<file path="src/rtl/div_iter_pkg.sv">
// Shared divider definitions: FSM state encodings and handshake levels used by div_iter and ex.
// Latency: n/a (types and constants only).
// Backpressure: n/a.
package div_iter_pkg;

  // Divider FSM states
  typedef enum logic [1:0] {
    DIV_FREE    = 2'b00,
    DIV_BY_ZERO = 2'b01,
    DIV_ON      = 2'b10,
    DIV_END     = 2'b11
  } div_state_e;

  // Handshake levels shared with the execute stage
  localparam logic DIV_RESULT_READY     = 1'b1;
  localparam logic DIV_RESULT_NOT_READY = 1'b0;
  localparam logic DIV_START            = 1'b1;
  localparam logic DIV_STOP             = 1'b0;

endpackage

</file>
<file path="src/rtl/div_iter_step.sv">
// One restoring-division step: shift in a dividend bit, compare-subtract against the divisor.
// Latency: combinational.
// Backpressure: none (pure function of its inputs).
// Ports: rem_i partial remainder, bit_i next dividend bit, divisor_i divisor magnitude,
//        rem_o next partial remainder, q_bit_o quotient bit produced by this step.
module div_iter_step #(
  parameter int WIDTH = 32
) (
  input  logic [WIDTH-1:0] rem_i,
  input  logic             bit_i,
  input  logic [WIDTH-1:0] divisor_i,
  output logic [WIDTH-1:0] rem_o,
  output logic             q_bit_o
);

  logic [WIDTH:0] trial;
  logic [WIDTH:0] diff;

  // rem_i < divisor_i always holds, so trial < 2*divisor: a non-negative
  // difference fits in WIDTH bits and the top bit is a clean borrow flag.
  assign trial   = {rem_i, bit_i};
  assign diff    = trial - {1'b0, divisor_i};
  assign q_bit_o = ~diff[WIDTH];
  assign rem_o   = q_bit_o ? diff[WIDTH-1:0] : {rem_i[WIDTH-2:0], bit_i};

endmodule

</file>
<file path="src/rtl/div_iter.sv">
// Iterative signed/unsigned divider with operand capture, divide-by-zero and early-out paths.
// Latency: WIDTH+1 cycles to ready_o (2 for divide-by-zero, 1 for early-out).
// Backpressure: result held in END while start_i stays high; annul_i aborts at any time.
// Ports: clk, rst (async active-low); sign_div_i/opdata1_i/opdata2_i/start_i sampled in FREE;
//        annul_i cancels; result_o = {remainder, quotient}; ready_o result valid; busy_o dividing.
module div_iter
  import div_iter_pkg::*;
#(
  parameter int WIDTH     = 32,
  parameter bit EARLY_OUT = 1'b1
) (
  input  logic               clk,
  input  logic               rst,
  input  logic               sign_div_i,
  input  logic [WIDTH-1:0]   opdata1_i,
  input  logic [WIDTH-1:0]   opdata2_i,
  input  logic               start_i,
  input  logic               annul_i,
  output logic [2*WIDTH-1:0] result_o,
  output logic               ready_o,
  output logic               busy_o
);

  localparam int CW = $clog2(WIDTH + 1);

  div_state_e       state;
  logic [CW-1:0]    cnt;
  logic             signed_q;
  logic             neg1_q;
  logic             neg2_q;
  logic [WIDTH-1:0] dvs_q;
  logic [WIDTH-1:0] rem_q;
  // Holds the dividend magnitude at start; quotient bits shift in from the LSB.
  logic [WIDTH-1:0] quo_q;

  logic             neg1;
  logic             neg2;
  logic [WIDTH-1:0] mag1;
  logic [WIDTH-1:0] mag2;
  logic [WIDTH-1:0] step_rem;
  logic             step_q;
  logic [WIDTH-1:0] q_raw;
  logic [WIDTH-1:0] q_fix;
  logic [WIDTH-1:0] r_fix;

  // Operand magnitudes at the capture edge
  assign neg1 = sign_div_i & opdata1_i[WIDTH-1];
  assign neg2 = sign_div_i & opdata2_i[WIDTH-1];
  assign mag1 = neg1 ? (~opdata1_i + 1'b1) : opdata1_i;
  assign mag2 = neg2 ? (~opdata2_i + 1'b1) : opdata2_i;

  div_iter_step #(.WIDTH(WIDTH)) u_step (
    .rem_i     (rem_q),
    .bit_i     (quo_q[WIDTH-1]),
    .divisor_i (dvs_q),
    .rem_o     (step_rem),
    .q_bit_o   (step_q)
  );

  // Sign fix-up applied to the last step's output. Most-negative / -1 falls
  // out naturally: magnitude quotient 1000..0, signs agree, so no negation.
  assign q_raw = {quo_q[WIDTH-2:0], step_q};
  assign q_fix = (signed_q & (neg1_q ^ neg2_q)) ? (~q_raw + 1'b1) : q_raw;
  assign r_fix = (signed_q & neg1_q) ? (~step_rem + 1'b1) : step_rem;

  always_ff @(posedge clk or negedge rst) begin
    if (!rst) begin
      state    <= DIV_FREE;
      cnt      <= '0;
      signed_q <= 1'b0;
      neg1_q   <= 1'b0;
      neg2_q   <= 1'b0;
      dvs_q    <= '0;
      rem_q    <= '0;
      quo_q    <= '0;
      result_o <= '0;
      ready_o  <= DIV_RESULT_NOT_READY;
      busy_o   <= 1'b0;
    end else begin
      case (state)
        DIV_FREE: begin
          result_o <= '0;
          ready_o  <= DIV_RESULT_NOT_READY;
          busy_o   <= 1'b0;
          if (start_i == DIV_START && !annul_i) begin
            signed_q <= sign_div_i;
            neg1_q   <= neg1;
            neg2_q   <= neg2;
            dvs_q    <= mag2;
            rem_q    <= '0;
            quo_q    <= mag1;
            cnt      <= '0;
            if (opdata2_i == '0) begin
              state  <= DIV_BY_ZERO;
              busy_o <= 1'b1;
            end else if (EARLY_OUT && (mag1 < mag2)) begin
              // Quotient is zero and the remainder is the dividend as given.
              state <= DIV_END;
              rem_q <= opdata1_i;
              quo_q <= '0;
            end else begin
              state  <= DIV_ON;
              busy_o <= 1'b1;
            end
          end
        end

        DIV_BY_ZERO: begin
          busy_o <= 1'b0;
          if (annul_i) begin
            state <= DIV_FREE;
          end else begin
            state <= DIV_END;
            rem_q <= '0;
            quo_q <= '0;
          end
        end

        DIV_ON: begin
          if (annul_i) begin
            state  <= DIV_FREE;
            busy_o <= 1'b0;
          end else begin
            cnt <= cnt + 1'b1;
            if (cnt == CW'(WIDTH - 1)) begin
              state  <= DIV_END;
              busy_o <= 1'b0;
              rem_q  <= r_fix;
              quo_q  <= q_fix;
            end else begin
              rem_q <= step_rem;
              quo_q <= q_raw;
            end
          end
        end

        DIV_END: begin
          if (annul_i || start_i == DIV_STOP) begin
            state    <= DIV_FREE;
            result_o <= '0;
            ready_o  <= DIV_RESULT_NOT_READY;
          end else begin
            result_o <= {rem_q, quo_q};
            ready_o  <= DIV_RESULT_READY;
          end
        end

        default: begin
          state    <= DIV_FREE;
          result_o <= '0;
          ready_o  <= DIV_RESULT_NOT_READY;
          busy_o   <= 1'b0;
        end
      endcase
    end
  end

endmodule
</file>
<file path="config.mk">
export PLATFORM = sky130hd
export DESIGN_NAME = div_iter
export DESIGN_NICKNAME = d
export VERILOG_FILES = /design/src/rtl/div_iter_pkg.sv /design/src/rtl/div_iter_step.sv /design/src/rtl/div_iter.sv
export SDC_FILE = /design/constraint.sdc
export NUM_CORES = 1
export LEC_CHECK = 0
export ABC_AREA = 1
export BUFFER_PORTS_ARGS = -buffer_cell sky130_fd_sc_hd__buf_2
export CELL_PAD_IN_SITES_DETAIL_PLACEMENT = 0
export CELL_PAD_IN_SITES_GLOBAL_PLACEMENT = 1
export CORE_MARGIN = 4
export CORE_UTILIZATION = 35
export DETAILED_ROUTE_END_ITERATION = 10
export PLACE_DENSITY_LB_ADDON = 0.12
export SLEW_MARGIN = 5
export SYNTH_ARGS = -nofsm -noshare
export SYNTH_HDL_FRONTEND = slang
export SYNTH_SLANG_ARGS = --single-unit
</file>
<file path="constraint.sdc">
create_clock -name clk -period 8.2 [get_ports clk]
set_input_delay 1.64 -clock clk [delete_from_list [all_inputs] [get_ports clk]]
set_output_delay 1.64 -clock clk [all_outputs]
set_load 0.03 [all_outputs]
</file>
Word-level counts from Yosys, hierarchy flattened
Cells that the tools add are included.
- output and inout bits: 66
- word-level logic and storage cells: 90
- input port bits: 69
- flip-flop bits (word level): 173
- mux-type cells: 39
- magnitude comparators: 1
- eq/ne operators: 9
- $add $sub $neg: 6
- bitwise operators: 11
- reductions and logical operators: 13
- operators by type and width (operator ; number):
    two-way mux 32 bit ; 16
    one-hot mux 32 bit (3 select lines) ; 2
    adder 32 x 1 -> 32 bit (second input constant) ; 4
    inverter 32 bit ; 4
    one-hot mux 64 bit (2 select lines) ; 1
    two-way mux 64 bit ; 1
    subtractor 33 x 32 -> 33 bit ; 1
    zero test 32 bit ; 1
    less-than comparator 32 bit ; 1
    two-way mux 2 bit ; 6
    two-way mux 6 bit ; 2
    one-hot mux 6 bit (2 select lines) ; 1
    inequality test 2 bit (second input constant) ; 4
    one-hot mux 2 bit (4 select lines) ; 1
    two-way mux 1 bit ; 7
    adder 6 x 1 -> 6 bit (second input constant) ; 1
    equality test 6 x 5 -> 1 bit (second input constant) ; 1
    AND reduction 3 bit ; 2
    AND 1 bit ; 4
    equality test 2 bit (second input constant) ; 2
    AND reduction 2 bit ; 2
    AND reduction 4 bit ; 1
    nonzero test 2 bit ; 2
    inequality test 3 bit (second input constant) ; 1
    10 further kinds ; 11

Logic depth before layout (Yosys ltp)
- depth in word-level cells: 8
- gate-level depth with buffers: 33
- gate-level depth less buffers: 31

Modules after synthesis
From an unflattened synthesis, not the netlist that was laid out.
- cell total of the unflattened synthesis: 2512
- area total of the unflattened synthesis: 15499.9 um2
- by module, submodules not included (module ; seq. area each (um2) ; area each (um2) ; cells each ; times used):
    div_iter ; 4329.2 ; 12249.2 ; 1836 ; 1
    div_iter_step ; 0.0 ; 3250.6 ; 676 ; 1

Worst setup path before layout
No wires, ideal clock.
- path type: input port to flip-flop
- start point: in opdata2_i[3]
- end point: reg rem_q[20]
- library setup time: 0.077 ns
- data required time: 8.123 ns
- buffers on the path: 1
- data arrival time: 4.820 ns
- setup slack: 3.303 ns
- stages: 22
- cells stage by stage: or2_2 nor2_1 nand3_1 nor3_1 nand2_1 nor2_1 nand2_1 o21ai_0 o21ai_0 xnor2_1 ha_1 a21oi_1 o21ai_0 a21oi_1 o21a_1 nand2_1 nor2_1 clkbuf_1 nand3_1 nand2_1 inv_1 a21oi_1
- word-level cells in the longest chain between the ends: 8
- elaborated cells between the ends (all ways): 9
- classes of those cells: add/sub: 1; order compare: 1; mux: 5; bitwise: 1; reduce/logical: 1
- RTL lines (item ; RTL line ; text):
    from (decl) ; div_iter.sv:16 ; input logic [WIDTH-1:0] opdata2_i,
    inverter 32 bit ; div_iter.sv:50 ; assign mag2 = neg2 ? (~opdata2_i + 1'b1) : opdata2_i;
    adder 32 x 1 -> 32 bit ; div_iter.sv:50 ;
    two-way mux 32 bit ; div_iter.sv:50 ;
    less-than comparator 32 bit ; div_iter.sv:96 ; end else if (EARLY_OUT && (mag1 < mag2)) begin
    two-way mux 32 bit ; div_iter.sv:96 ;
    two-way mux 32 bit (*) ; div_iter.sv:93 ; if (opdata2_i == '0) begin
    two-way mux 32 bit (*) ; div_iter.sv:85 ; if (start_i == DIV_START && !annul_i) begin
    one-hot mux 32 bit (3 select lines) (*) ; div_iter.sv:80 ; case (state)
    to (signal assigned) ; div_iter.sv:99 ; rem_q <= opdata1_i;
    to (signal assigned) ; div_iter.sv:128 ; rem_q <= r_fix;
    to (signal assigned) ; div_iter.sv:131 ; rem_q <= step_rem;
    to (decl) ; div_iter.sv:32 ; logic [WIDTH-1:0] rem_q;
Every way passes the cells marked *; elsewhere a longest branch is shown, timed or not. The select of a mux whose other input is x is not followed.
A chain may end at the register's enable or synchronous reset.

Final worst setup path
- start point: in opdata2_i[0]
- end point: reg rem_q[0]
The elaborated chain is that of the path after synthesis.

==> metrics.md <==
| Metric | Value |
|---|---|
| Largest stage delay, worst path | `about 830 ps` |
| Hpwl dp | `47800 um` |
| Vert. Die Dim | `about 220 um` |
| Filler cells | `approximately 4800` |
| Period utilisation layout | `0.740` |
| Synth cell types | `between 50 and 60` |
| Yosys reg bits | `173` |
| Xor/xnor share of the synthesized area | `0.0408` |
| Cells after Synth | `between 2000 and 2500` |
| Main synth FF type | `dfrtp_1` |
| Worst endpoint required time | `8540 ps` |
| Largest cells by area after synthesis | `dfrtp_1 (29%), nand2_1 (18%), inv_1 (9.1%), nand3_1 (7.3%), ha_1 (6.1%)` |
| Die X | `about 220 um` |
| CTS sink cnt | `approximately 170` |
| R2r setup slk | `roughly 2600 ps` |
| Clk root buf | `clkbuf_16` |
| Syn nets | `~2500` |
| Setup Total Neg Slack | `0 ps` |
| Multi-input logic area | `around 9000 um^2` |
| Pwr Total | `8.41 mW` |
| Worst R2R End | `quo_q[30]` |
| Most common cell after layout, fill and taps aside | `nand2_1` |
| First-pass GRT wire length | `a little over 90000 um` |
| Vias post-DR | `roughly 16000` |
| Vias in the first global route | `between 10000 and 15000` |
| Rows | `75` |
| PortBufs | `~130` |
| Compound-cell area share of the yosys netlist | `0.116` |
| CP Data Arrival Time | `about 6400 ps` |
| Drt via density | `5.19` |
| Setup violators final | `0` |
| Share of cells above drive strength 1 | `0.105` |
| RSZ-0062 raised after global routing | `no` |
| Diodes inserted | `0` |
| Die ar. | `about 46000 um^2` |
| Peak VDD IR | `~240 uV` |
| Top-area cell type share of the netlist area | `0.288` |
| Slowest cell on crit path | `inv_1` |
| Clk_skew | `~13 ps` |
| WL/cell | `around 20 um` |
| Slew HR | `0.272` |
| DRT antenna net count | `0` |
| Max Freq | `roughly 160 MHz` |
| R2r startpoint | `quo_q[31]` |
| Post-synthesis mux area share | `0` |
| Outcome | `completed` |
| CTS Buffer Depth | `2` |
| Hold WC Path Type | `flop to flop` |
| Post-route DRC | `0` |
| Final instance area | `around 17000 um^2` |
| Setup ws final | `about 2100 ps` |
| Placer Congestion | `0.906` |
| Pwr dens | `between 500 and 600 nW/um^2` |
| Post-CTS setup buffers | `0` |
| Placed inst area | `about 16000 um^2` |
| TritonCTS clock tree | `built` |
| Synth Area in Simple Gates | `0.372` |
| Antenna violations before repair | `1` |
| Worst-Skew Late Latency | `approximately 490 ps` |
| Worst-path clk slew | `approximately 70 ps` |
| Post_cts resized | `0` |
| Core box area | `42200 um^2` |
| YS warnings | `0` |
| DR pass1 iterations | `5` |
| Adder-cell share of the synthesized area | `0.0622` |
| Hold path startpoint | `ready_o` |
| H-tree levels | `4` |
| Pin count of the biggest net entering global routing | `69` |
| Largest family of logic cells by synthesized area | `simple AND/OR/NAND/NOR gates` |
| Share of synthesized registers carrying an async set or reset | `1.00` |
| Reg2reg path depth | `30` |
| Avg Inst Size Synth | `between 6 and 7 um^2` |
| Tmin final | `6060 ps` |
| Hold-critical path depth | `2` |
| Register area share after synthesis | `0.288` |
| Final net count | `between 2000 and 3000` |
| Hold Buf Count CTS | `0` |
| Gr ovfl total | `0` |
| WL final | `between 50000 and 60000 um` |
| Hold Fails Final Rpt | `0` |
| Post-synth EDFFs | `0` |
| Critical Setup Path Class | `primary input to flop` |
| Slew of the pin with the lowest slew margin | `approximately 1100 ps` |
| Hold endpoint | `ready_o` |
| Area grow syn2layout | `10.8%` |
| Sequential cell area | `about 4300 um^2` |
| Dpl ws | `1720 ps` |
| I/O Pins | `between 100 and 150` |
| DRT iter0 DRCs | `around 1200` |
| Critical path endpoint category | `flop` |
| Biggest area consumer among synthesized cells | `dfrtp_1` |
| CP max FO | `33` |
| Max Cap Viol | `0` |
| CTS Buf Count | `17` |
| Final Max Tran Viols | `0` |
| Lkg Pwr | `just under 9 nW` |
| Total GRT Usage | `0.255` |
| Synth Cell Area | `15000 um^2` |
| Worst hold slack | `about 470 ps` |
| Initial Util | `0.356` |
| Commonest non-fill, non-tap cells in the layout | `nand2_1 (725), inv_1 (364), nand3_1 (219), nor2_1 (198), dfrtp_1 (173)` |
| CP startpoint kind | `primary input` |
-- per-stage QoR --
stage | util | cells
after floorplan | - | 2377
after global placement | 0.381 | 2983
after detailed placement | 0.381 | 2983
after CTS | 0.394 | 3015
after global routing | 0.394 | 3015
final | 0.394 | 3015
-- Yosys cell counts, types with 4 or more instances --
cell type / count
o31ai_1: 7
ha_1: 73
nand2_4: 7
buf_6: 7
buf_1: 4
dfrtp_1: 173
and2_1: 4
nor2_4: 4
buf_4: 4
nand3_1: 220
o21ai_1: 4
inv_1: 365
clkbuf_1: 55
nand3_2: 6
nor2_1: 200
inv_2: 4
nor4_1: 11
nor2_2: 10
xnor2_1: 20
o21ai_0: 163
o211ai_1: 4
nand2_1: 725
nand2_2: 34
xor2_1: 50
nor3_1: 28
a21oi_1: 68
nand4_1: 26
a22oi_1: 7
a21oi_2: 4
a31oi_1: 46
buf_2: 4
nand3b_1: 8
-- worst max path at each step --
stage	slack (ps)	endpoint	startpoint
floorplan	3300	rem_q[20]	opdata2_i[3]
global placement	1770	rem_q[0]	opdata2_i[0]
detailed placement	1720	rem_q[0]	opdata2_i[0]
CTS	2210	rem_q[0]	opdata2_i[0]
global route	1480	quo_q[19]	opdata2_i[0]
finish	2140	rem_q[0]	opdata2_i[0]
-- critical path: cells and delay by family --
kind	cells	cell delay [ps]
AOI/OAI and AO/OA	3	360
xor gates and xnor gates	1	210
adders and majority gates	2	480
buffers and inverters	6	1430
and+or+nand+nor	14	2240
-- cells by family (layout without fill, tap and decap cells) --
group           after synthesis  in the layout
buf+inv                     451            550
flops                       173            173
fa+ha+maj                    74             74
xor+xnor                     70             70
simple gates               1294           1294
compound gates              315            315
-- registers in the layout, indices dropped and copies added (netlist names), 2 cells and up --
signal and cells:
result_o 64, dvs_q 32, quo_q 32, rem_q 32, cnt 6, state 2
-- where the power goes --
part	internal, mW	switching, mW	leakage (nW)
sequential	1.17	0.316	2.24
combinational	1.71	4.37	6.37
clock	0.445	0.394	0.278
-- routing by layer --
metal	GRT usage	vias up	routed length, um
li1	-	7721	-
met1	0.340	7417	26700
met2	0.425	430	28000
met3	0.0370	86	2750
met4	0.0893	0	1930
met5	0	-	0
-- area by class of cell --
| cell class | count | area share |
|---|---|---|
| well taps | 539 | 0.0405 |
| flip-flops and latches | 173 | 0.260 |
| inverters | 372 | 0.0839 |
| clock buffers | 21 | 0.0283 |
| clock inverters | 11 | 0.00654 |
| multi-input cells | 1753 | 0.535 |
| repair buffers | 146 | 0.0462 |
Note: power is estimated with default switching activity, not from simulation.
